<file path="src/rtl/int8pe_pkg.sv">
// Shared constants and FSM encoding for the int8 PE operand feeder.
// Latency: n/a (definitions only).
// Backpressure: n/a (definitions only).
package int8pe_pkg;

  localparam int LANES      = 8;
  localparam int LANE_W     = 8;
  localparam int VEC_W      = LANES * LANE_W;
  localparam int PAIR_W     = 2 * VEC_W;
  localparam int PE_LAT_DEF = 6;

  typedef enum logic [2:0] {
    IDLE  = 3'd0,
    CLEAR = 3'd1,
    FEED  = 3'd2,
    DRAIN = 3'd3,
    DONE  = 3'd4
  } state_t;

endpackage

</file>
<file path="src/rtl/int8pe_fifo.sv">
// Operand-pair FIFO, DEPTH entries of W bits, show-ahead head output.
// Latency: a pushed entry is visible on head_dat the cycle after the push.
// Backpressure: pushes are dropped while full; pops are ignored while empty.
module int8pe_fifo #(
  parameter int DEPTH = 4,
  parameter int W     = 128
) (
  input  logic         clk,
  input  logic         rst_n,
  input  logic         push,
  input  logic [W-1:0] push_dat,
  input  logic         pop,
  output logic [W-1:0] head_dat,
  output logic         full,
  output logic         empty
);

  localparam int AW = $clog2(DEPTH);

  logic [W-1:0]  mem [DEPTH];
  logic [AW-1:0] wr_ptr;
  logic [AW-1:0] rd_ptr;
  logic [AW:0]   cnt;
  logic          do_push;
  logic          do_pop;

  assign full     = (cnt == (AW+1)'(DEPTH));
  assign empty    = (cnt == '0);
  assign do_push  = push && !full;
  assign do_pop   = pop && !empty;
  assign head_dat = mem[rd_ptr];

  // Storage array; contents need no reset because occupancy gates every read.
  always_ff @(posedge clk) begin
    if (do_push) mem[wr_ptr] <= push_dat;
  end

  // Pointers wrap naturally since DEPTH is a power of two.
  always_ff @(posedge clk or negedge rst_n) begin
    if (!rst_n) begin
      wr_ptr <= '0;
      rd_ptr <= '0;
      cnt    <= '0;
    end else begin
      if (do_push) wr_ptr <= wr_ptr + AW'(1);
      if (do_pop)  rd_ptr <= rd_ptr + AW'(1);
      case ({do_push, do_pop})
        2'b10:   cnt <= cnt + (AW+1)'(1);
        2'b01:   cnt <= cnt - (AW+1)'(1);
        default: cnt <= cnt;
      endcase
    end
  end

endmodule

</file>
<file path="src/rtl/int8pe_feeder.sv">
// Feeds buffered int8 vector pairs to a dot-product PE, then waits out PE latency.
// Latency: popped pair appears on pe_a/pe_b next cycle; sample PE_LAT+1 cycles after last issue.
// Backpressure: in_ready drops only when the operand FIFO is full; empty FIFO issues zero bubbles.
module int8pe_feeder
  import int8pe_pkg::*;
#(
  parameter int DEPTH  = 4,
  parameter int PE_LAT = PE_LAT_DEF
) (
  input  logic        clk,
  input  logic        rst_n,
  input  logic        start,
  input  logic [15:0] len,
  input  logic        in_valid,
  input  logic [63:0] in_a,
  input  logic [63:0] in_b,
  output logic        in_ready,
  output logic [63:0] pe_a,
  output logic [63:0] pe_b,
  output logic        pe_clr_n,
  output logic        sample,
  output logic        busy
);

  localparam logic [15:0] LAT16 = 16'(PE_LAT);

  state_t              state_q, state_d;
  logic [15:0]         len_q, len_d;
  logic [15:0]         issued_q, issued_d;
  logic [15:0]         drain_q, drain_d;
  logic                pop;
  logic                push;
  logic                rdy_q;
  logic                full;
  logic                empty;
  logic [PAIR_W-1:0]   head;

  // Ready is held low through reset and rises on the first edge afterwards.
  assign in_ready = rdy_q && !full;
  assign push     = in_valid && in_ready;

  int8pe_fifo #(
    .DEPTH (DEPTH),
    .W     (PAIR_W)
  ) u_fifo (
    .clk      (clk),
    .rst_n    (rst_n),
    .push     (push),
    .push_dat ({in_a, in_b}),
    .pop      (pop),
    .head_dat (head),
    .full     (full),
    .empty    (empty)
  );

  // State and job counters.
  always_ff @(posedge clk or negedge rst_n) begin
    if (!rst_n) begin
      state_q  <= IDLE;
      len_q    <= '0;
      issued_q <= '0;
      drain_q  <= '0;
    end else begin
      state_q  <= state_d;
      len_q    <= len_d;
      issued_q <= issued_d;
      drain_q  <= drain_d;
    end
  end

  // Next-state logic; the drain count starts at 1 for an empty job since no pair cycle precedes it.
  always_comb begin
    state_d  = state_q;
    len_d    = len_q;
    issued_d = issued_q;
    drain_d  = drain_q;
    pop      = 1'b0;
    case (state_q)
      IDLE: begin
        if (start) begin
          len_d    = len;
          issued_d = '0;
          state_d  = CLEAR;
        end
      end
      CLEAR: begin
        if (len_q != '0) begin
          state_d = FEED;
        end else begin
          state_d = DRAIN;
          drain_d = 16'd1;
        end
      end
      FEED: begin
        if (!empty) begin
          pop      = 1'b1;
          issued_d = issued_q + 16'd1;
          if (issued_q == len_q - 16'd1) begin
            state_d = DRAIN;
            drain_d = '0;
          end
        end
      end
      DRAIN: begin
        if (drain_q == LAT16) state_d = DONE;
        else                  drain_d = drain_q + 16'd1;
      end
      DONE:    state_d = IDLE;
      default: state_d = IDLE;
    endcase
  end

  // Registered outputs, decoded from the next state so they align with the state they describe.
  always_ff @(posedge clk or negedge rst_n) begin
    if (!rst_n) begin
      pe_a     <= '0;
      pe_b     <= '0;
      pe_clr_n <= 1'b0;
      sample   <= 1'b0;
      busy     <= 1'b0;
      rdy_q    <= 1'b0;
    end else begin
      pe_a     <= pop ? head[PAIR_W-1:VEC_W] : '0;
      pe_b     <= pop ? head[VEC_W-1:0]      : '0;
      pe_clr_n <= (state_d != CLEAR);
      sample   <= (state_d == DONE);
      busy     <= (state_d != IDLE);
      rdy_q    <= 1'b1;
    end
  end

endmodule

</file>
<file path="config.mk">
export PLATFORM = sky130hd
export DESIGN_NAME = int8pe_feeder
export DESIGN_NICKNAME = d
export VERILOG_FILES = /design/src/rtl/int8pe_pkg.sv /design/src/rtl/int8pe_fifo.sv /design/src/rtl/int8pe_feeder.sv
export SDC_FILE = /design/constraint.sdc
export NUM_CORES = 1
export LEC_CHECK = 0
export CORE_MARGIN = 2
export CORE_UTILIZATION = 45
export DETAILED_ROUTE_END_ITERATION = 8
export PLACE_DENSITY = 0.64
export SLEW_MARGIN = 15
export SYNTH_ARGS = -nofsm -noshare
export SYNTH_HDL_FRONTEND = slang
export SYNTH_SLANG_ARGS = --single-unit
</file>
<file path="constraint.sdc">
create_clock -name clk -period 4.4 [get_ports clk]
set_input_delay 0.44 -clock clk [delete_from_list [all_inputs] [get_ports clk]]
set_output_delay 0.44 -clock clk [all_outputs]
set_load 0.02 [all_outputs]
</file>
# Yosys cells after proc, flatten, opt, wreduce, memory -nomap -nowiden
# Memory sizes are Yosys's and may differ from the RTL's.
# Index checks and enable logic that the tools add are counted.
# totals
memories	1
inputBits	148
output_inout_bits	132
word_cells	73
ram_bits	512
regBits	190
# classes
muxes	21
eq_ne	15
addsub	7
reduce_logical	16
# mem_list
memory	depth	width	read_ports	rd_clocked_by_memory_dff	write_ports	line_no	text
u_fifo.mem	4	128	1	0	1	int8pe_fifo.sv:20	logic [W-1:0] mem [DEPTH];
# op_table
op	n
$mux 64	2
$mux 16	6
$pmux 16 s3	1
$add 16x1->16 const B	2
$pmux 16 s2	1
$eq 16x16->1	1
$eq 16x3->1 const B	1
$reduce_bool 16->1	1
$sub 16x1->16 const B	1
$mux 3	4
$pmux 3 s4	1
$ne 2x2->1 const B	5
$eq 3x2->1 const B	2
$eq 3x3->1 const B	2
$logic_not 3->1	2
$pmux 3 s2	1
$reduce_bool 3->1	2
$mux 1	5
$reduce_and 5->1	1
$add 2x1->2 const B	2
$logic_and 1x1->1	4
$reduce_bool 2->1	2
$add 3x1->3 const B	1
$eq 3x1->1 const B	1
7 further kinds	8

# Logic depth before layout (Yosys ltp)
# logic_depth
word_depth	7
depth_mapped	11
ltp_nobuf	10

# Hierarchy
# A second synthesis with hierarchy kept.
# unflattened
cells_unflattened	1319
area_unflattened_um2	26018.7
# by_module_without_submodules
module	cells_per_inst	n_inst	area_per_inst_um2	seq_area_each_um2
int8pe_fifo	707	1	18884.4	15549.9
int8pe_feeder	612	1	7134.3	4579.4

# Least setup slack after synthesis
# OpenSTA, ideal clock, no wires.
# synth_timing
kind	flip-flop to flip-flop
start	register u_fifo.cnt[0]
end	memory u_fifo.mem[1][0], enable pin
setup_time_ps	503
arrival_ps	4131
n_path_buf	0
required_time_ps	3897
path_stages_with_launch	4
period_less_slack_ps	4634
path_slack_ps	-234
path_cell_list	dfrtp_1 > inv_1 > a31oi_1 > and3_1
# synth_via
elab_chain_len	7
# synth_rtl
item	line_no	text
start: declaration	int8pe_fifo.sv:23	logic [AW:0] cnt;
start signal: assignment	int8pe_fifo.sv:48	2'b10: cnt <= cnt + (AW+1)'(1);
start signal: assignment	int8pe_fifo.sv:49	2'b01: cnt <= cnt - (AW+1)'(1);
start signal: assignment	int8pe_fifo.sv:50	default: cnt <= cnt;
$eq 3x3->1	int8pe_fifo.sv:27	assign full = (cnt == (AW+1)'(DEPTH));
$logic_not 1->1	int8pe_feeder.sv:39	assign in_ready = rdy_q && !full;
$logic_and 1x1->1	int8pe_feeder.sv:39	
net in_ready	int8pe_feeder.sv:17	output logic in_ready,
$logic_and 1x1->1	int8pe_feeder.sv:40	assign push = in_valid && in_ready;
$logic_and 1x1->1	int8pe_fifo.sv:29	assign do_push = push && !full;
$mux 1	int8pe_fifo.sv:35	if (do_push) mem[wr_ptr] <= push_dat;
$mux 1 (not written as such)	int8pe_fifo.sv:35	
end: declaration	int8pe_fifo.sv:20	
# The timed path passes the listed nets, and every way through them passes these cells.

# Worst setup path after layout
# layout_timing
start	register len_q[0]
end	register drain_q[14]
# layout_via
elab_chain_len	4
elab_cells_between_ends	6
classes_between	add/sub (1); eq/ne (3); reduce/logical (2)
# layout_rtl
item	line_no	text
start: declaration	int8pe_feeder.sv:28	logic [15:0] len_q, len_d;
start signal: assignment	int8pe_feeder.sv:65	len_q <= len_d;
$sub 16x1->16	int8pe_feeder.sv:98	if (issued_q == len_q - 16'd1) begin
$eq 16x16->1	int8pe_feeder.sv:98	
$ne 2x2->1 (no line)	-	
$reduce_and 5->1 (no line) (*)	-	
end signal: assignment	int8pe_feeder.sv:67	drain_q <= drain_d;
end: declaration	int8pe_feeder.sv:30	logic [15:0] drain_q, drain_d;
# Mark *: on every way between the ends. The rest lies on a longest branch, timed or not.
# A chain may end at the register's enable or synchronous reset.

==> impl_results.md <==
* Final setup viols at 0
* DIE AREA at 60000 µm²
* Clk buf depth at 3
* Area growth, synth to finish at 23.4%
* Post-synthesis area per instance at 19.3 µm²
* Post-DP HPWL at 31600 µm
* Worst Hold Class: in2reg
* WS Path Type: reg2reg
* Post-route insts no fill at 2499
* Reg2Reg Setup Slack at 1340 ps
* Final core utilization at 0.560
* Worst slew pin tran at 1120 ps
* Gr usage total at 0.187
* DR WL/cell at 21.8 µm
* Hold Path End: len_q[15]
* Core Box Area at 57500 µm²
* Worst endpoint data arrival time at 3510 ps
* # IOs at 280
* Asr flop ratio synth at 0.271
* Clk_skew at 18.2 ps
* Period Utilization, post-route at 0.695
* Count leader, synth: edfxtp_1
* Layout cells sized above 1 at 0.155
* Final worst slack at 1340 ps
* Mapped cell area at 26100 µm²
* Vias per inst at 5.26
* Die width at 245 µm
* Slew Limit Fails at 0
* Leading area contributor after synthesis: edfxtp_1
* Iter 0 DRT Violations at 842
* Root Buffer: clkbuf_16
* Hold path depth at 3
* Min-delay src: len[15]
* Initial DRT Pass Iterations at 5
* Distinct cell type count after synthesis at 61
* Worst skew pair latency at 610 ps
* Final setup TNS at 0 ps
* Min cycle time layout at 3060 ps
* Element type at the critical path start: register
* Post-DRT Antenna Nets at 0
* Critical Path End Type: register
* First-pass GRT wire length at 83900 µm
* Power Density at 665 nW/µm²
* Standard-cell row count at 88
* Synth top area cells: edfxtp_1 (59%), dfrtp_1 (18%), mux4_2 (11%)
* Post-synth EDFFs at 512
* CTS Hold Bufs at 1
* RD Place Congestion at 0.812
* Synth Register Bits at 702
* Initial antenna violation count at 8
* Post-synth top flop: edfxtp_1
* Clock buffer count from CTS at 74
* Postcts setup bufs at 0
* Clk slew on worst S/H paths at 60 ps
* Die Ht at 245 µm
* Synth top cells by count: edfxtp_1 (512), dfrtp_1 (190), and2_1 (132)
* Synth Net Count at 1514
* Leak at 0.0113 µW
* H-tree levels at 3
* Worst R2R Path Depth at 8
* Sequential fraction of the synthesis area at 0.771
* Total grt overflow at 0
* Hold Fails Final Rpt at 0
* Gates resized, CTS repair at 0
* R2r endpoint: drain_q[14]
* R2R Path Start: len_q[0]
* Port bufs at 279
* Syn Inst Count at 1356
* Drt drc at 0
* Dpl ws at 1390 ps
* CP max FO at 14
* TritonCTS clock tree: yes
* CP required at 4850 ps
* Starting Density at 0.454
* Largest net degree at the start of global routing at 97
* Slew headroom at 0.248
* Max cap viols at 0
* Outcome: complete, no violations
* Yosys warns at 0
* Post-layout net count at 1832
* Final wirelength at 54500 µm
* Fmax at 0.327 GHz
* Clock tree sinks at 702
* Max IR drop VDD at 0.345 mV
* Vias in the first global route at 14100
* RSZ-0062 raised after global routing: no
* Cell count after placement at 2362
* Share of the synthesized area in the top cell type at 0.589
* Vias after detailed routing at 13100
metal layers:
layer	share of wire	GRT usage	wire, µm
met1	0.42	0.251	23100
met2	0.48	0.295	26200
met5	0.0017	0	94
met4	0.018	0.0540	966
met3	0.075	0.0587	4070
cells by family after synthesis:
family	count (synthesis)	synth area share
other	1	0.000144
adder cells (fa/ha/maj)	10	0.00508
buffers and inverters	78	0.0120
AO/OA/AOI/OAI	66	0.0171
XOR/XNOR	42	0.0141
multiplexers	132	0.112
AND/OR/NAND/NOR	325	0.0687
flip-flops	702	0.771
placed cells by master (no fill, tap or decap), types with 6 or more instances in the layout:
cell type / n
and2_1: 132
clkdlybuf4s50_1: 278
ha_1: 9
xor2_1: 15
xnor2_1: 27
nand3_1: 11
o21ai_0: 13
nand4_1: 10
nor3_1: 9
or3_1: 6
a21oi_1: 12
nand2_1: 78
dfrtp_1: 188
buf_12: 10
inv_1: 16
clkinv_2: 12
edfxtp_1: 512
nor4_1: 9
mux4_2: 128
clkbuf_1: 27
clkbuf_16: 76
and3_1: 6
buf_4: 12
clkinv_1: 10
o22ai_1: 14
nor2_1: 32
stage by stage:
stage	cell area (µm²)	power, µW	hold slack [ps]
after floorplan	26100	13100	144
after CTS	32200	21800	338
after detailed placement	29900	15900	504
final	32200	21400	375
after global routing	32200	22500	384
after global placement	29900	15800	505
flip-flops by register name, indices dropped and copies added, names as in the netlist:
register       flops
u_fifo.mem       512
issued_q          16
pe_b              64
state_q            3
len_q             16
sample             1
busy               1
u_fifo.wr_ptr      2
drain_q           16
u_fifo.cnt         3
rdy_q              1
u_fifo.rd_ptr      2
pe_a              64
pe_clr_n           1
layout make-up:
class	count	area [µm²]
Antenna cell	1	2.50
Multi-Input combinational cell	576	5700
Sequential cell	702	20100
Tap cell	765	957
Clock inverter	29	203
Inverter	18	70.1
Fill cell	4485	25300
Timing Repair Buffer	302	3100
Clock buffer	106	2040
worst max-delay path by stage:
stage,from,endpoint,slack [ps]
floorplan,u_fifo.cnt[0],u_fifo.mem[1][0],1220
global placement,len_q[0],drain_q[3],1400
detailed placement,len_q[0],drain_q[14],1390
CTS,len_q[0],drain_q[14],1360
global route,len_q[0],drain_q[14],1060
finish,len_q[0],drain_q[14],1340
critical path: stages, from the launching register on:
cell	delay, ps
dfrtp_1	410
inv_1	90
ha_1	200
nor3b_2	390
or3b_4	480
nor4b_1	370
o32a_1	250
and4_1	560
o22ai_1	170
power breakdown:
group	switching [µW]	leakage, µW	internal (µW)
combinational	3260	0.00317	3200
sequential	715	0.00699	8430
clock	2490	0.00110	3310
total	6470	0.0113	14900
Note: power is estimated with default switching activity, not from simulation.
